**config.mk**
```make
export PLATFORM = sky130hd
export DESIGN_NAME = serial_word_tx
export DESIGN_NICKNAME = d
export VERILOG_FILES = /design/src/rtl/serial_word_tx.sv
export SDC_FILE = /design/constraint.sdc
export NUM_CORES = 1
export LEC_CHECK = 0
export CORE_ASPECT_RATIO = 0.7
export CORE_MARGIN = 2
export CORE_UTILIZATION = 45
export CTS_CLUSTER_DIAMETER = 30
export DETAILED_ROUTE_END_ITERATION = 8
export PLACE_DENSITY = 0.69
export SYNTH_ARGS = -nofsm -noshare
export SYNTH_HDL_FRONTEND = slang
export SYNTH_SLANG_ARGS = --single-unit
```
**constraint.sdc**
```tcl
create_clock -name clk -period 2.7 [get_ports clk]
set_input_delay 0.27 -clock clk [delete_from_list [all_inputs] [get_ports clk]]
set_output_delay 0.27 -clock clk [all_outputs]
set_load 0.02 [all_outputs]
```
**src/rtl/serial_word_tx.sv**
```systemverilog
// rtl/serial_word_tx.sv - MSB-first word serializer with divisible-by-4 reference output
// Outputs are registered; ready is a combinational decode of the FSM state.
module serial_word_tx #(
  parameter int WIDTH = 8,
  parameter int GAP   = 1
) (
  input  logic             clk,
  input  logic             rst,
  input  logic [WIDTH-1:0] data_in,
  input  logic             load,
  output logic             ready,
  output logic             bit_out,
  output logic             bit_valid,
  output logic             last,
  output logic             exp_det,
  output logic [7:0]       word_cnt
);

  localparam int CW = $clog2(WIDTH + 1);
  localparam logic [CW-1:0] CNT_LAST = CW'(WIDTH);
  localparam logic [3:0]    GAP_N    = 4'(GAP);

  typedef enum logic [1:0] {ST_IDLE, ST_SHIFT, ST_GAP} state_t;

  state_t           state_q, state_d;
  logic [WIDTH-1:0] shreg_q, shreg_d;
  logic [CW-1:0]    cnt_q, cnt_d;
  logic [3:0]       gap_q, gap_d;
  logic [1:0]       rem_q, rem_d;
  logic [7:0]       word_cnt_q, word_cnt_d;
  logic             bit_out_q, bit_out_d;
  logic             bit_valid_q, bit_valid_d;
  logic             last_q, last_d;
  logic             exp_det_q, exp_det_d;
  logic             emit;
  logic             ebit;
  logic [1:0]       rem_nx;

  always_comb begin
    ready = (state_q == ST_IDLE) ||
            ((state_q == ST_SHIFT) && (cnt_q == CNT_LAST) && (GAP == 0));
  end

  // cnt_q counts bits already placed on bit_out for the current word
  always_comb begin
    state_d     = state_q;
    shreg_d     = shreg_q;
    cnt_d       = cnt_q;
    gap_d       = gap_q;
    rem_d       = rem_q;
    word_cnt_d  = word_cnt_q;
    bit_out_d   = 1'b0;
    bit_valid_d = 1'b0;
    last_d      = 1'b0;
    exp_det_d   = 1'b0;
    emit        = 1'b0;
    ebit        = 1'b0;
    rem_nx      = rem_q;

    case (state_q)
      ST_IDLE: begin
        if (load) begin
          emit    = 1'b1;
          ebit    = data_in[WIDTH-1];
          shreg_d = {data_in[WIDTH-2:0], 1'b0};
          cnt_d   = CW'(1);
          state_d = ST_SHIFT;
        end
      end
      ST_SHIFT: begin
        if (cnt_q != CNT_LAST) begin
          emit    = 1'b1;
          ebit    = shreg_q[WIDTH-1];
          shreg_d = {shreg_q[WIDTH-2:0], 1'b0};
          cnt_d   = cnt_q + CW'(1);
        end else begin
          word_cnt_d = word_cnt_q + 8'd1;
          if (GAP > 0) begin
            gap_d   = 4'd1;
            state_d = ST_GAP;
          end else if (load) begin
            emit    = 1'b1;
            ebit    = data_in[WIDTH-1];
            shreg_d = {data_in[WIDTH-2:0], 1'b0};
            cnt_d   = CW'(1);
          end else begin
            state_d = ST_IDLE;
          end
        end
      end
      ST_GAP: begin
        if (gap_q == GAP_N) state_d = ST_IDLE;
        else                gap_d   = gap_q + 4'd1;
      end
      default: state_d = ST_IDLE;
    endcase

    if (emit) begin
      rem_nx      = {rem_q[0], ebit};
      rem_d       = rem_nx;
      bit_out_d   = ebit;
      bit_valid_d = 1'b1;
      last_d      = (cnt_d == CNT_LAST);
      exp_det_d   = (rem_nx == 2'd0);
    end
  end

  always_ff @(posedge clk) begin
    if (rst) begin
      state_q     <= ST_IDLE;
      shreg_q     <= '0;
      cnt_q       <= '0;
      gap_q       <= '0;
      rem_q       <= '0;
      word_cnt_q  <= '0;
      bit_out_q   <= 1'b0;
      bit_valid_q <= 1'b0;
      last_q      <= 1'b0;
      exp_det_q   <= 1'b0;
    end else begin
      state_q     <= state_d;
      shreg_q     <= shreg_d;
      cnt_q       <= cnt_d;
      gap_q       <= gap_d;
      rem_q       <= rem_d;
      word_cnt_q  <= word_cnt_d;
      bit_out_q   <= bit_out_d;
      bit_valid_q <= bit_valid_d;
      last_q      <= last_d;
      exp_det_q   <= exp_det_d;
    end
  end

  assign bit_out   = bit_out_q;
  assign bit_valid = bit_valid_q;
  assign last      = last_q;
  assign exp_det   = exp_det_q;
  assign word_cnt  = word_cnt_q;

endmodule
```
==> flow_summary.yaml <==
drt:
  firstDrtPassIters: 4
  vias_per_cell: 5.28
  post_drt_wl_per_cell_um: 13.4
  wirelength_um: 2670
  antenna_left: 0
  drtIter0Drc: 50
  route.vias.total: 1051
  route.detailed.drc: 0
logic_synthesis:
  synth_flop_cell: "dfxtp_1"
  ys.warnings.count: 0
  synth-seq-area-share_pct: 44.4
  avgSynthCellArea_um2: 9.81
  synth-edff-count: 0
  synth_cell_type_count: 34
  synth_nets: 154
  syn-cell-area_mm2: 0.00135
  syn_inst: 138
  async_flop_share_pct: 0
  ys_seq_elements: 30
timing:
  rsz0062_at_grt: "false"
  slew_headroom_pct: 44.3
  layout_min_cycle_time_ns: 2.05
  fmax_ghz: 0.487
  hold_viol: 0
  postLayoutSetupSlackWorst_ns: 0.648
  tightest_slew_ns: 0.835
  fin_crit_sh_pct: 76.0
  skew_ns: 0.00413
  tns_ns: 0
  slew_viol_final: 0
  report.final.setup_viol: 0
cells_and_area:
  fin_util_pct: 59.3
  synthToLayoutAreaGrowth_pct: 23.6
  fillCellCount: 243
  multi_input_area_um2: 684
  layout_common_cells: "30 x dfxtp_1, 23 x clkdlybuf4s50_1, 14 x nor2_1"
  ff_latch_area_um2: 601
  final_common_cell: "dfxtp_1"
  final_area_mm2: 0.00167
  diodes: 0
  fin_nets: 179
  layout-drive-gt1-share_pct: 11.0
global_route:
  grt_pass1_wl_um: 4710
  grt_overflow: 0
  antenna_found_initial: 0
  grt_pass1_vias: 1051
  grtUsageTotal_pct: 17.9
  grt_max_degree: 17
place:
  post_dp_cell_area_mm2: 0.00159
  pre_cts_ws_ns: 0.691
  hpwlAfterDp_um: 2000
  gp_congestion: 0.846
  portBuffers: 23
critical_path:
  rr_worst_depth: 6
  crit_path_max_fanout: 13
  end_kind: "flip-flop"
  rrSetupSlack_ns: 0.65
  setup.worst_path.class: "flip-flop to flip-flop"
  crit_slowest_cell: "nand3b_1"
  startpoint_type: "flip-flop"
  cp_cell_sequence: "inv_1 -> ha_1 -> nand3b_1 -> and2_1 -> nor3_2 -> o2bb2ai_1"
  timing.rr.start: "cnt_q[0]"
  max_stage_delay_ns: 0.43
  crit_family: "simple AND/OR/NAND/NOR gates"
  r2r_end: "shreg_q[5]"
  required_ns: 2.91
  critical_path_buf_inv_count: 1
  critPathArrivalTime_ns: 2.26
floorplanning:
  dieArea_mm2: 0.00347
  io_pins: 24
  die_w_um: 69.6
  die_y_um: 49.9
  start_util_pct: 48.0
  num_rows: 16
  core_mm2: 0.00282
worst_hold_path:
  worstHoldPathType: "flip-flop to flip-flop"
  min_delay_path_depth: 1
  min_from: "rem_q[0]"
  min_to: "exp_det"
pwr:
  vdd_ir_drop_max_mv: 0.371
  pwr-share-seq_pct: 50.8
  swShare_pct: 26.7
  totalPowerFinal_w: 0.000967
  p_int_w: 0.000709
  switchingPower_w: 0.000259
  p_leak_nw: 0.616
  p_clk_share_pct: 34.5
  p_per_area_mw_per_mm2: 578
  pwr-share-comb_pct: 14.7
cts:
  post_cts_buffers: 0
  clock-root-buffer: "clkbuf_8"
  clk_latency_ns: 0.29
  cts_made_buffers: 5
  htreeDepth: 2
  cts.reportedPaths.clkPinSlew_ns: 0.06
  clkSinkCount: 30
  cts_resized: 0
  clockBufferDepth: 2
  cts_tree: "built"
  holdBufCountCts: 0
run:
  maxCapViolCount: 0
outcome:
  outcome: "finished, final reports clean"
per-layer routing:
metal  up-vias  GRT usage [%]  part of all wire [%]
met5         -              0                     0
met4         0           13.1                   3.5
met2        23           27.4                    43
li1        535              -                     -
met1       483           20.9                    48
met3        10           6.13                   4.7
cells in the mapped netlist (all sizes together) (3+ instances only):
| master | n | area (um^2) |
|---|---|---|
| dfxtp | 30 | 601 |
| nor2 | 14 | 52.6 |
| xnor2 | 9 | 78.8 |
| nor3 | 8 | 60.1 |
| inv | 7 | 26.3 |
| nand2 | 7 | 26.3 |
| nand3 | 7 | 35.0 |
| buf | 6 | 42.5 |
| mux2i | 6 | 60.1 |
| o2bb2ai | 6 | 52.6 |
| ha | 5 | 62.6 |
| nor4 | 4 | 50.1 |
| o21ai | 4 | 20.0 |
| a21oi | 3 | 15.0 |
| nor2b | 3 | 18.8 |
kinds of logic (layout without fill, tap and decap cells):
logic type	count (synthesis)	in the layout	share of synthesized area [%]
and+or+nand+nor	51	51	22.2
adders and majority gates	5	5	4.62
xor gates and xnor gates	10	10	6.47
DFF	30	30	44.4
AOI/OAI and AO/OA	22	22	12.0
muxes	7	7	5.27
buffers and inverters	13	38	5.08
worst max-delay path by stage:
stage                        start  cells past startpoint         end  slack (ns)
after floorplan           cnt_q[0]                      7    cnt_q[2]        1.29
after global placement    cnt_q[0]                      6    rem_q[0]        0.83
after detailed placement  cnt_q[0]                      6  shreg_q[5]        0.69
after CTS                 cnt_q[0]                      6  shreg_q[5]        0.67
after global routing      cnt_q[0]                      6  shreg_q[2]        0.46
final                     cnt_q[0]                      6  shreg_q[5]        0.65
power groups by stage:
stage	Combinational (W)	Sequential, W	Clock (W)
floorplan	0.0000973	0.000501	0
global placement	0.000139	0.000499	0
detailed placement	0.000143	0.000500	0
CTS	0.000143	0.000491	0.000348
global route	0.000157	0.000496	0.000371
finish	0.000142	0.000492	0.000334
registers in the layout, summed over array words and instances, names as in the netlist:
| name | cells |
|---|---|
| exp_det | 1 |
| word_cnt | 8 |
| bit_out | 1 |
| rem_q | 1 |
| shreg_q | 7 |
| last | 1 |
| state_q | 2 |
| cnt_q | 4 |
| bit_valid | 1 |
| gap_q | 4 |
through the flow:
step | hold WS [ns] | instances
floorplan | 0.354 | 138
global placement | 0.432 | 192
detailed placement | 0.425 | 192
CTS | 0.434 | 199
global route | 0.470 | 199
finish | 0.439 | 199
cell type report:
cell class                 instances  area share [%]
tap                               36            2.69
clock buffer                       5            4.11
inverter                           7            1.57
sequential                        30            35.9
clock inverter                     2           0.598
timing repair buffer              24            14.2
multi-input combinational         95            40.9
(Power assumes the default switching activity.)
